--- config.mk ---
export PLATFORM = sky130hd
export DESIGN_NAME = fetch_word_cache_flat
export DESIGN_NICKNAME = d
export VERILOG_FILES = /design/src/rtl/fetch_cache_pkg.sv /design/src/rtl/generic_bus_if.sv /design/src/rtl/fetch_word_cache.sv /design/src/flat_wrapper.sv
export SDC_FILE = /design/constraint.sdc
export NUM_CORES = 1
export LEC_CHECK = 0
export BUFFER_PORTS_ARGS = -buffer_cell sky130_fd_sc_hd__clkbuf_2
export CORE_UTILIZATION = 61
export CTS_CLUSTER_SIZE = 8
export DETAILED_ROUTE_END_ITERATION = 10
export HOLD_SLACK_MARGIN = 0.15
export MAX_ROUTING_LAYER = met4
export PLACE_DENSITY = 0.82
export REMOVE_ABC_BUFFERS = 1
export SLEW_MARGIN = 40
export SYNTH_ARGS = -nofsm -noshare
export SYNTH_HDL_FRONTEND = slang
export SYNTH_SLANG_ARGS = --single-unit
export TNS_END_PERCENT = 100
--- constraint.sdc ---
create_clock -name CLK -period 6.58 [get_ports CLK]
set_clock_uncertainty 0.05 [all_clocks]
set_input_delay 0.658 -clock CLK [delete_from_list [all_inputs] [get_ports CLK]]
set_output_delay 0.658 -clock CLK [all_outputs]
set_load 0.01 [all_outputs]
--- src/rtl/fetch_cache_pkg.sv ---
// ---------------------------------------------------------------------------
// fetch_cache_pkg
//   Shared types and helpers for the instruction-fetch word cache.
//   - fc_state_t : controller state (IDLE serves hits, FILL waits on memory)
//   - fc_line_t  : one cache line (valid marker, tag, 32-bit instruction word)
//   - get_idx / get_tag : split a byte address into set index and tag for a
//     cache of 2**idx_w one-word lines.
//   The tag field is sized for the smallest legal cache (two lines) at the
//   widest supported address, so every legal geometry fits in it.
//   Tags are stored zero-extended.
// ---------------------------------------------------------------------------
package fetch_cache_pkg;

  localparam int FC_NSETS  = 16;
  localparam int FC_ADDR_W = 32;
  localparam int FC_TAG_W  = FC_ADDR_W - 3;

  typedef enum logic {
    IDLE = 1'b0,
    FILL = 1'b1
  } fc_state_t;

  typedef struct packed {
    logic                valid;
    logic [FC_TAG_W-1:0] tag;
    logic [31:0]         data;
  } fc_line_t;

  // Set index: word address bits just above the byte offset.
  function automatic logic [FC_ADDR_W-1:0] get_idx(input logic [FC_ADDR_W-1:0] addr,
                                                   input int unsigned idx_w);
    logic [FC_ADDR_W-1:0] mask;
    mask = (FC_ADDR_W'(1) << idx_w) - FC_ADDR_W'(1);
    return (addr >> 2) & mask;
  endfunction

  // Tag: everything above the index, zero-extended into the line's tag field.
  function automatic logic [FC_TAG_W-1:0] get_tag(input logic [FC_ADDR_W-1:0] addr,
                                                  input int unsigned idx_w);
    logic [FC_ADDR_W-1:0] shifted;
    shifted = addr >> (2 + idx_w);
    return shifted[FC_TAG_W-1:0];
  endfunction

endpackage

--- src/rtl/generic_bus_if.sv ---
// ---------------------------------------------------------------------------
// generic_bus_if
//   Simple single-word bus used between the fetch buffer, the fetch cache
//   and memory.
//   Handshake: the initiator holds ren (or wen) and addr steady. The
//   transfer completes in the cycle where the responder drives busy=0.
//   rdata is valid only in that cycle. busy=1 means "not done this cycle",
//   whether or not a request is present.
//   Modports:
//     generic_bus : responder side (drives rdata, busy)
//     cpu         : initiator side (drives ren, wen, addr, wdata, byte_en)
// ---------------------------------------------------------------------------
interface generic_bus_if #(
  parameter int ADDR_W = 32
) ();
  logic              ren;
  logic              wen;
  logic              busy;
  logic [ADDR_W-1:0] addr;
  logic [31:0]       wdata;
  logic [31:0]       rdata;
  logic [3:0]        byte_en;

  modport generic_bus (
    input  ren, wen, addr, wdata, byte_en,
    output rdata, busy
  );

  modport cpu (
    output ren, wen, addr, wdata, byte_en,
    input  rdata, busy
  );
endinterface

--- src/rtl/fetch_word_cache.sv ---
// ---------------------------------------------------------------------------
// fetch_word_cache
//   Direct-mapped, read-only, one-word-per-line instruction cache placed
//   between the fetch buffer (cpu port) and the memory bus (mem port).
//   A hit answers in the same cycle. A miss issues one single-word read
//   downstream, installs the word, and then lets the held request hit from
//   IDLE on the following cycle.
//   Ports:
//     CLK        : clock, all state on rising edge
//     nRST       : asynchronous active-low reset
//     flush      : invalidate every line (fence.i / redirect)
//     flush_done : one-cycle pulse in the cycle after flush is seen
//     state      : current controller state, for debug/observation
//     cpu        : responder port toward the fetch buffer
//     mem        : initiator port toward memory
// ---------------------------------------------------------------------------
module fetch_word_cache
  import fetch_cache_pkg::*;
#(
  parameter int NSETS  = FC_NSETS,
  parameter int ADDR_W = FC_ADDR_W
) (
  input  logic               CLK,
  input  logic               nRST,
  input  logic               flush,
  output logic               flush_done,
  output fc_state_t          state,
  generic_bus_if.generic_bus cpu,
  generic_bus_if.cpu         mem
);

  localparam int IDX_W = $clog2(NSETS);

  fc_state_t         state_q;
  fc_state_t         state_d;
  logic [NSETS-1:0]  valid;
  fc_line_t          lines [NSETS];
  logic [ADDR_W-1:0] fill_addr;
  logic              flush_pend;

  logic [IDX_W-1:0]    req_idx;
  logic [FC_TAG_W-1:0] req_tag;
  logic [IDX_W-1:0]    fill_idx;
  logic [FC_TAG_W-1:0] fill_tag;
  logic                hit;
  logic                start_fill;
  logic                fill_done;
  logic                install;

  // Writes are not supported, so wdata/byte_en from the fetch side are ignored.
  logic unused_bits;
  assign unused_bits = ^{cpu.wdata, cpu.byte_en};

  assign req_idx  = IDX_W'(get_idx(FC_ADDR_W'(cpu.addr), IDX_W));
  assign req_tag  = get_tag(FC_ADDR_W'(cpu.addr), IDX_W);
  assign fill_idx = IDX_W'(get_idx(FC_ADDR_W'(fill_addr), IDX_W));
  assign fill_tag = get_tag(FC_ADDR_W'(fill_addr), IDX_W);

  // The valid vector gates everything, so it alone is what flush clears.
  // The per-line valid marks storage that has been written at least once.
  assign hit = valid[req_idx] && lines[req_idx].valid && (lines[req_idx].tag == req_tag);

  assign fill_done = (state_q == FILL) && !mem.busy;
  // A fill that saw a flush at any point during its flight is stale.
  assign install   = fill_done && !flush && !flush_pend;

  assign state = state_q;

  // Downstream side: one read outstanding at most, never a write.
  assign mem.ren     = (state_q == FILL);
  assign mem.wen     = 1'b0;
  assign mem.addr    = (state_q == FILL) ? fill_addr : '0;
  assign mem.wdata   = '0;
  assign mem.byte_en = 4'hF;

  always_comb begin
    state_d    = state_q;
    cpu.busy   = 1'b1;
    cpu.rdata  = '0;
    start_fill = 1'b0;
    case (state_q)
      IDLE: begin
        if (cpu.ren) begin
          // flush wins over a hit: the line is about to be invalidated.
          if (hit && !flush) begin
            cpu.busy  = 1'b0;
            cpu.rdata = lines[req_idx].data;
          end else begin
            start_fill = 1'b1;
            state_d    = FILL;
          end
        end else if (cpu.wen) begin
          // Acknowledge and drop the write so the initiator cannot stall.
          cpu.busy = 1'b0;
        end
      end
      FILL: begin
        // Fill data is never forwarded. The request re-evaluates in IDLE.
        if (!mem.busy) begin
          state_d = IDLE;
        end
      end
      default: state_d = IDLE;
    endcase
  end

  always_ff @(posedge CLK or negedge nRST) begin
    if (!nRST) begin
      state_q    <= IDLE;
      fill_addr  <= '0;
      flush_pend <= 1'b0;
      flush_done <= 1'b0;
      valid      <= '0;
    end else begin
      state_q    <= state_d;
      flush_done <= flush;

      if (start_fill) begin
        fill_addr <= {cpu.addr[ADDR_W-1:2], 2'b00};
      end

      if (fill_done) begin
        flush_pend <= 1'b0;
      end else if (flush && (state_q == FILL)) begin
        flush_pend <= 1'b1;
      end

      if (flush) begin
        valid <= '0;
      end else if (install) begin
        valid[fill_idx] <= 1'b1;
      end
    end
  end

  // Line storage needs no reset: it is only read behind a set valid bit.
  always_ff @(posedge CLK) begin
    if (install) begin
      lines[fill_idx] <= '{valid: 1'b1, tag: fill_tag, data: mem.rdata};
    end
  end

endmodule
--- src/flat_wrapper.sv ---
// flat-port wrapper written by rule: the top's interface ports become plain ports
module fetch_word_cache_flat import fetch_cache_pkg::*;
#(
  parameter int NSETS  = FC_NSETS,
  parameter int ADDR_W = FC_ADDR_W
)
  (CLK, nRST, flush, flush_done, state, cpu_ren, cpu_wen, cpu_addr, cpu_wdata, cpu_byte_en, cpu_rdata, cpu_busy, mem_ren, mem_wen, mem_addr, mem_wdata, mem_byte_en, mem_rdata, mem_busy);
  generic_bus_if #(.ADDR_W(ADDR_W)) cpu_i ();
  generic_bus_if #(.ADDR_W(ADDR_W)) mem_i ();
  input  logic CLK;
  input  logic nRST;
  input  logic flush;
  output logic flush_done;
  output fc_state_t state;
  input wire logic [$bits(cpu_i.ren)-1:0] cpu_ren;
  input wire logic [$bits(cpu_i.wen)-1:0] cpu_wen;
  input wire logic [$bits(cpu_i.addr)-1:0] cpu_addr;
  input wire logic [$bits(cpu_i.wdata)-1:0] cpu_wdata;
  input wire logic [$bits(cpu_i.byte_en)-1:0] cpu_byte_en;
  output wire logic [$bits(cpu_i.rdata)-1:0] cpu_rdata;
  output wire logic [$bits(cpu_i.busy)-1:0] cpu_busy;
  output wire logic [$bits(mem_i.ren)-1:0] mem_ren;
  output wire logic [$bits(mem_i.wen)-1:0] mem_wen;
  output wire logic [$bits(mem_i.addr)-1:0] mem_addr;
  output wire logic [$bits(mem_i.wdata)-1:0] mem_wdata;
  output wire logic [$bits(mem_i.byte_en)-1:0] mem_byte_en;
  input wire logic [$bits(mem_i.rdata)-1:0] mem_rdata;
  input wire logic [$bits(mem_i.busy)-1:0] mem_busy;
  assign cpu_i.ren = cpu_ren;
  assign cpu_i.wen = cpu_wen;
  assign cpu_i.addr = cpu_addr;
  assign cpu_i.wdata = cpu_wdata;
  assign cpu_i.byte_en = cpu_byte_en;
  assign cpu_rdata = cpu_i.rdata;
  assign cpu_busy = cpu_i.busy;
  assign mem_ren = mem_i.ren;
  assign mem_wen = mem_i.wen;
  assign mem_addr = mem_i.addr;
  assign mem_wdata = mem_i.wdata;
  assign mem_byte_en = mem_i.byte_en;
  assign mem_i.rdata = mem_rdata;
  assign mem_i.busy = mem_busy;
  fetch_word_cache #(.NSETS(NSETS), .ADDR_W(ADDR_W)) u_core (.CLK(CLK), .nRST(nRST), .flush(flush), .flush_done(flush_done), .state(state), .cpu(cpu_i), .mem(mem_i));
endmodule
-- Word level (Yosys, flattened, before mapping)
Memory sizes are Yosys's and may differ from the RTL's.
Cells that the tools add are included.
Widths: inputs -> output; s select.
- $lt $le $gt $ge: 3
- equal/unequal tests: 1
- muxes and demuxes: 22
- bitwise gates (word level): 2
- reduce and logical (&&, ||, !) cells: 13
- operator list (cell ; number):
    $mux 32 ; 4
    $mux 16 ; 2
    $eq 29x26->1 ; 1
    $or 16x16->16 ; 1
    $mux 1 ; 13
    $lt 4x5->1 const B ; 2
    $logic_and 1x1->1 ; 7
    $bmux 1 s4 ; 1
    $demux 1 s4 ; 1
    $ge 4x1->1 const B ; 1
    $reduce_bool 2->1 ; 2
    $logic_not 1->1 ; 3
    $pmux 1 s2 ; 1
    $logic_and 1x1->1 const B ; 1
    $not 1->1 ; 1
- register bits: 49
- memory bits (writable): 928
- bits of input ports: 106
- output and inout port bits: 105
- word-level logic and storage cells: 47
- memories kept: 1
- memory list (memory ; depth ; bits a word ; read ports ; clocked after Yosys merged registers in ; write ports ; line ; RTL):
    u_core.lines ; 16 ; 58 ; 1 ; 0 ; 1 ; fetch_word_cache.sv:37 ; fc_line_t lines [NSETS];

-- Depth between registers and ports, before layout
Gate-level depths: netlist (run 1).
- depth after elaboration: 8
- gate-level depth with buffers: 13
- gate-level depth less buffers: 8

-- Worst setup path before layout (run 1)
No wires, ideal clock.
- path type: input to register
- from: in flush
- to: mem u_core.lines[0][0] in the netlist's numbering, enable pin
- setup time: 0.547 ns
- arrival time: 5.327 ns
- required time: 5.983 ns
- path slack: 0.656 ns
- stages on the path: 4
- buffers on the path: 1
- cell sequence: clkbuf_1 -> nor4_1 -> nand2_1 -> nor3_1
- cells in the longest elaborated chain, start to end: 5
- RTL lines (item ; line ; RTL):
    start, declared ; flat_wrapper.sv:12 ; input logic flush;
    $logic_not 1->1 ; fetch_word_cache.sv:65 ; assign install = fill_done && !flush && !flush_pend;
    $logic_and 1x1->1 (2 in series) ; fetch_word_cache.sv:65 ;
    $mux 1 ; fetch_word_cache.sv:138 ; if (install) begin
    $mux 1 (implied by the code) ; fetch_word_cache.sv:139 ; lines[fill_idx] <= '{valid: 1'b1, tag: fill_tag, data: mem.rdata};
    end, declared ; fetch_word_cache.sv:37 ;
Every way passes these cells.

-- Final worst setup path (run 1)
- from: in cpu_addr[4]
- to: out cpu_rdata[0]
- cells in the longest elaborated chain, start to end: 8
- elaborated cells on any way between the ends: 10
- those cells by class: eq/ne: 1; mux: 5; reduce/logical: 3; memory: 1
- RTL lines (item ; line ; RTL):
    start, declared ; flat_wrapper.sv:17 ; input wire logic [$bits(cpu_i.addr)-1:0] cpu_addr;
    parallel branches: the longest is 5 deep, another holds $mem_v2 16x58 ; -- ;
    $mux 32 (*) ; fetch_word_cache.sv:85 ; if (hit && !flush) begin
    $mux 32 (*) ; fetch_word_cache.sv:83 ; if (cpu.ren) begin
    $mux 32 (*) ; fetch_word_cache.sv:81 ; case (state_q)
    end, declared ; flat_wrapper.sv:20 ; output wire logic [$bits(cpu_i.rdata)-1:0] cpu_rdata;
Every way passes the cells marked *. The select of a mux whose other input is x is not followed.

==> results.md, run 1 <==
* Synth top cells by count: 928 x edfxtp_1, 268 x mux4_2, 53 x buf_4
* Mean Syn Cell Area at 22.48 sq um
* Via density at 6.892
* Vias at 19.72k
* Maximum clock frequency at 191.7 MHz
* Worst path buffer plus inverter count at 4
* GRT Total Usage at 32.32%
* Worst Hold Class: in2reg
* Vias in the first global route at 20.59k
* Number of flops mapped to enable cells by yosys at 928
* Unrepaired setup endpoints after global routing: false
* Clock latency on the worst-skew pair at 740 ps
* Port bufs at 133
* Async set-reset flop share out of synthesis at 5.015%
* Max-slew violations at 0
* Clk slew on worst S/H paths at 50 ps
* Sequential area share after synthesis at 75.64%
* Die Wd at 253.1 um
* Outcome: complete, no violations
* Antenna violations before repair at 3
* RR Startpoint: u_core.lines[9][36]
* Crit path DAT at 4510 ps
* Clock sink count at 977
* Area contributors post-synth: edfxtp_1 72%, mux4_2 16%, dfrtp_1 3.2%
* Ratio of final minimum period to clock period at 79.29%
* CP top delay family: simple AND/OR/NAND/NOR gates
* CTS tree: built
* WL per Instance at 33.99 um
* Yosys top cell by area: edfxtp_1
* Worst path cell trace: buf_8, buf_4, mux4_2, and3_1, or3_1, o2111a_1, nor4_1, and4_1, nand4_2, buf_4, nor2b_1, clkbuf_2
* Full die area at 0.06406 sq mm
* Primary FF master, synth: edfxtp_1
* Area Growth Syn to Fin at 15.13%
* Min-Delay Path Depth at 2
* Initial DRC Count at 2458
* Pwr/cell area at 330.2 mW/mm^2
* Postcts setup bufs at 0
* Layout cells sized above 1 at 33.35%
* Crit end category: output pin
* First-pass GRT wire length at 139700 um
* Reg area at 0.02909 sq mm
* Endpoint, Worst Hold: u_core.fill_addr[27]
* Cell mode on critical path: buf_4
* Peak VDD IR at 278.6 uV
* HP Start: cpu_addr[27]
* Gpl congestion at 0.7661
* H-tree depth at 4
* Cell with the most instances after synthesis: edfxtp_1
* Startpoint class of the critical path: primary input
* Largest net degree at the start of global routing at 74
* CTS Buf Count at 140
* FP Rows at 91
* Rel. slew slack at 41.23%
* Finish-stage setup viols at 0
* Reg2reg setup slack at 2830 ps
* FF+latch count, synth at 977
* Multi-input gate area at 0.008842 sq mm
* Final hold vios at 0
* Fillers at 3267
* Final ANT Viol Nets at 0
* Share of the synthesized area in the top cell type at 72.45%
* Crit path largest cell delay at 490 ps
* Post-Route WL at 97230 um
* Final net count at 2067
* Ys Warns at 0
* Clock Root Buffer: clkbuf_16
* Setup TNS at 0 ps
* Number of max-cap violations at 0
* Cells after synthesis at 1711
* Capturing point of the worst reg2reg path: u_core.fill_addr[8]
* DR DRC count at 0
* I/O pin cnt at 211
* Syn Std Cell Area at 0.03846 sq mm
* Crit-path max FO at 73
* Starting density of the core at 61.99%
* Post-synthesis cell type count at 58
* Final Critical Period at 5217 ps
* Reg2reg path depth at 9
* Clock Tree Buf Depth at 3
* Fin util at 71.36%
* Lkg Pwr at 14.73 nW
* Slew @ Worst Pin at 881.5 ps
* Setup CP Type: in2out
* WP data required at 5870 ps
* CP max stage cell: buf_8
* Chip height at 253.1 um
* HPWL Detailed at 44930 um
* Drt pass-1 iters at 7
* Core footprint at 0.06205 sq mm
* Grt ovf at 0
==> power breakdown <==
part / switching [mW] / internal (mW) / leakage (nW)
clock network: 2.61 / 3.94 / 1.90
registers: 0.213 / 7.06 / 8.95
logic: 0.444 / 0.355 / 3.88
total: 3.26 / 11.4 / 14.7
==> final cells by class <==
type / count / area share [%]
diodes: 3 / 0.01695
multi-input cells: 640 / 19.97
clock buffers: 189 / 8.471
flip-flops and latches: 977 / 65.70
clock inverters: 13 / 0.4097
repair buffers: 198 / 3.032
inverters: 4 / 0.03956
well taps: 837 / 2.365
==> sequential cells by signal, summed over array words and instances, names as in the netlist <==
register and flops:
u_core.fill_addr 30, u_core.flush_done 1, u_core.flush_pend 1, u_core.lines 928, u_core.mem.ren 1, u_core.valid 16
==> per-layer routing <==
metal  routed length, um  track usage (%)  vias up
met5                   0                -        -
li1                    -                -     7539
met4                4558            15.98        0
met1               33950            39.83    10260
met2               49170            50.87     1584
met3                9556            7.627      331
==> through the flow <==
| stage | worst slack, ps | total power, mW | cell area, sq um | hold WS (ps) | cells |
|---|---|---|---|---|---|
| final | 1363 | 14.62 | 44280 | 186.4 | 2861 |
| after global routing | 1261 | 14.97 | 44280 | 167.2 | 2861 |
| after CTS | 1359 | 14.66 | 44200 | 152.3 | 2855 |
| after detailed placement | 1437 | 8.134 | 40170 | 435.9 | 2643 |
| after global placement | 1487 | 8.087 | 40060 | 422.9 | 2638 |
| after floorplan | 743.0 | 7.725 | 37830 | 312.4 | 1621 |
==> repair_timing <==
item | 4_1_cts | 5_1_grt
resized for setup | 0 | 0
hold buffers | 10 | 0
endpoints found under the hold margin | 59 | 0
==> layout by cell type (no fill, tap or decap), drive strengths merged, types with 4 or more instances in the layout <==
cell | synthesis | final
mux2i | 51 | 51
dfrtp | 49 | 49
buf | 96 | 57
nand3 | 4 | 4
nand2 | 17 | 17
inv | 4 | 10
and2 | 30 | 30
conb | 2 | 39
nand2b | 6 | 6
nor3 | 9 | 9
and3 | 6 | 6
mux2 | 38 | 38
clkinv | 0 | 7
xor2 | 13 | 13
o21ai | 4 | 4
edfxtp | 928 | 928
mux4 | 268 | 268
nor4 | 8 | 8
nor2b | 39 | 39
clkbuf | 31 | 320
xnor2 | 13 | 13
a21oi | 4 | 4
dlygate4sd3 | 0 | 10
nor2 | 52 | 52
==> worst max-delay path by stage <==
stage	start	to	slack [ps]	depth (start not counted)
2_1_floorplan	u_core.mem.ren	u_core.lines[12][0]	740	3
3_3_place_gp	cpu_addr[4]	cpu_rdata[11]	1490	12
3_5_place_dp	cpu_addr[4]	cpu_rdata[31]	1440	12
4_1_cts	cpu_addr[4]	cpu_rdata[31]	1360	12
5_1_grt	cpu_addr[4]	cpu_rdata[31]	1260	12
6_report	cpu_addr[4]	cpu_rdata[0]	1360	12
==> cells by family (layout without fill, tap and decap cells) <==
logic type	Yosys count	in the layout	share of synthesized area, %
flops	977	977	75.64
simple gates	183	183	2.576
buf+inv	131	404	2.043
xor+xnor	26	26	0.5920
mux	357	357	18.41
compound gates	35	35	0.7189
other cells	2	42	0.01952
Note: power is estimated with default switching activity, not from simulation.
==> inputs of run 2 (changes only) <==
clock period = 5.05 ns   (was 6.58 ns; I/O delays follow)
==> run 2 against run 1 <==
Against the previous run:
- clock power rose by 30%
- final area is 1.2% higher
- global-route usage increased by 0.26 points
- first-iteration DRC count increased by 7.0%
- core utilization grew 0.86 points
- sequential share of layout area shrank 0.78 points
- sequential power is 30% higher
- hold slack got worse by 8.5 ps
- wire length rose by 0.78%
- total power up 30%
==> results.md, run 2 (synthesis results as in run 1) <==
* Outcome: complete, no violations
* Final Critical Period at 4795 ps
* Rel. slew slack at 42.41% (+1.2 points)
* Via density at 6.861 (-0.45%)
* Worst Hold Class: in2reg
* Largest net degree at the start of global routing at 60 (-19%)
* Chip height at 253.1 um (unchanged)
* Final ANT Viol Nets at 0 (unchanged)
* Vias at 19.99k (+1.4%)
* Finish-stage setup viols at 0 (unchanged)
* Final net count at 2123 (+2.7%)
* WL per Instance at 33.64 um (-1.0%)
* Min-Delay Path Depth at 1 (-1)
* Port bufs at 133 (unchanged)
* Initial DRC Count at 2630 (+7.0%)
* FP Rows at 91 (unchanged)
* Crit end category: output pin
* Clock latency on the worst-skew pair at 730 ps (about the same)
* Multi-input gate area at 0.008848 sq mm (about the same)
* Vias in the first global route at 21.04k (+2.2%)
* Clock Root Buffer: clkbuf_16
* CTS Buf Count at 140 (unchanged)
* Starting density of the core at 61.99% (unchanged)
* Post-Route WL at 97990 um (+0.78%)
* Number of max-cap violations at 0 (unchanged)
* Grt ovf at 0 (unchanged)
* Endpoint, Worst Hold: u_core.lines[14][24]
* Final setup margin at 254.8 ps (-1108 ps)
* Fin Hold WS at 177.9 ps (-8.509 ps)
* Postcts setup bufs at 0 (unchanged)
* Clk slew on worst S/H paths at 50 ps (about the same)
* I/O pin cnt at 211 (unchanged)
* Gpl congestion at 0.8111 (+5.9%)
* Largest Register: u_core.lines
* Area Growth Syn to Fin at 16.51%
* Reg2reg setup slack at 1580 ps (-1250 ps)
* Max FFs per register at 928 (unchanged)
* WP data required at 4490 ps (-1380 ps)
* Max-slew violations at 0 (unchanged)
* Setup CP Type: in2out
* Final hold vios at 0 (unchanged)
* Crit path DAT at 4240 ps (-270 ps)
* Core footprint at 0.06205 sq mm (unchanged)
* GRT Total Usage at 32.58% (+0.26 points)
* Layout cells sized above 1 at 33.03% (-0.32 points)
* Crit-path max FO at 29 (-60%)
* Slew @ Worst Pin at 861.7 ps (-19.77 ps)
* Antenna violations before repair at 1 (-2)
* HP Start: mem_rdata[24]
* Drt pass-1 iters at 5 (-2)
* Die Wd at 253.1 um (unchanged)
* Post-Place Worst Slack at 583.8 ps (-853.1 ps)
* Most frequent cells in the layout: 928 x edfxtp_1, 268 x mux4_2, 145 x clkbuf_16, 130 x clkbuf_2, 53 x dlygate4sd3_1
* Startpoint class of the critical path: primary input
* Capturing point of the worst reg2reg path: u_core.fill_addr[4]
* Regs by FF count: u_core.lines: 928 flops, u_core.fill_addr: 30 flops, u_core.valid: 16 flops
* RR Startpoint: u_core.lines[7][48]
* Maximum clock frequency at 208.5 MHz
* CTS tree: built
* Power, Total at 19.05 mW (+30%)
* Lkg Pwr at 14.97 nW (+1.6%)
* DR DRC count at 0 (unchanged)
* Reg2reg path depth at 9 (unchanged)
* HPWL Detailed at 46440 um (+3.4%)
* Full die area at 0.06406 sq mm (unchanged)
* Clock sink count at 977 (unchanged)
* H-tree depth at 4 (unchanged)
* Unrepaired setup endpoints after global routing: false
* Peak VDD IR at 383.3 uV (+38%)
* Fillers at 3275 (+0.24%)
* Commonest non-fill, non-tap cell in the layout: edfxtp_1
* Post-CTS Resized at 0 (unchanged)
* Pwr/cell area at 425.1 mW/mm^2 (+29%)
* Ratio of final minimum period to clock period at 94.95%
* Clock Tree Buf Depth at 3 (unchanged)
* First-pass GRT wire length at 140800 um (+0.82%)
* Reg area at 0.02909 sq mm (about the same)
## run 2: how the worst max path moves through the flow
| stage | startpoint | end | cells after the start |
|---|---|---|---|
| global route | cpu_addr[2] | cpu_rdata[16] | 12 |
| detailed placement | cpu_addr[3] | cpu_rdata[24] | 12 |
| finish | cpu_addr[2] | cpu_rdata[16] | 12 |
| global placement | cpu_addr[3] | cpu_rdata[5] | 12 |
| floorplan | u_core.mem.ren | u_core.lines[12][0] | 3 |
| CTS | cpu_addr[2] | cpu_rdata[16] | 12 |
## run 2: worst max-delay path, cell delays in order
cell and delay (ps):
buf_8 210, buf_4 360, mux4_2 570, mux2i_1 260, mux2i_1 200, xnor2_1 260, nand4_1 210, nor4_4 560
nand4_2 220, buf_4 370, nor2b_1 270, clkbuf_2 180
## run 2: stage by stage
stage	utilization (%)	TNS [ps]	cell area (sq um)	std cells
3_5_place_dp	65.06	0	40370	2658
3_3_place_gp	65.03	0	40360	2658
5_1_grt	72.22	0	44810	2912
6_report	72.22	0	44820	2913
2_1_floorplan	-	-174660	37830	1621
4_1_cts	72.17	0	44790	2910
## run 2: repair_timing
action                                 CTS  global route
setup endpoints to repair                0             0
hold buffers                            53             0
endpoints found under the hold margin  409             0
## run 2: area by class of cell
cell class,count,share of cell area (%)
sequential,977,64.92
tap,837,2.337
clock inverter,8,0.1815
multi-input combinational,640,19.74
inverter,4,0.03909
clock buffer,191,8.482
antenna,2,0.01117
timing repair buffer,254,4.286
## run 2: metal layers
layer,track usage [%],part of all wire (%)
met4,16.61,5.0
met1,39.47,34
met5,-,0
met2,52.42,51
met3,6.836,9.7
## run 2: where the power goes
group | total, mW | internal (mW) | switching, mW | leakage [nW]
registers | 9.48 | 9.20 | 0.279 | 8.95
clock network | 8.49 | 5.16 | 3.33 | 1.88
logic | 1.08 | 0.493 | 0.590 | 4.14
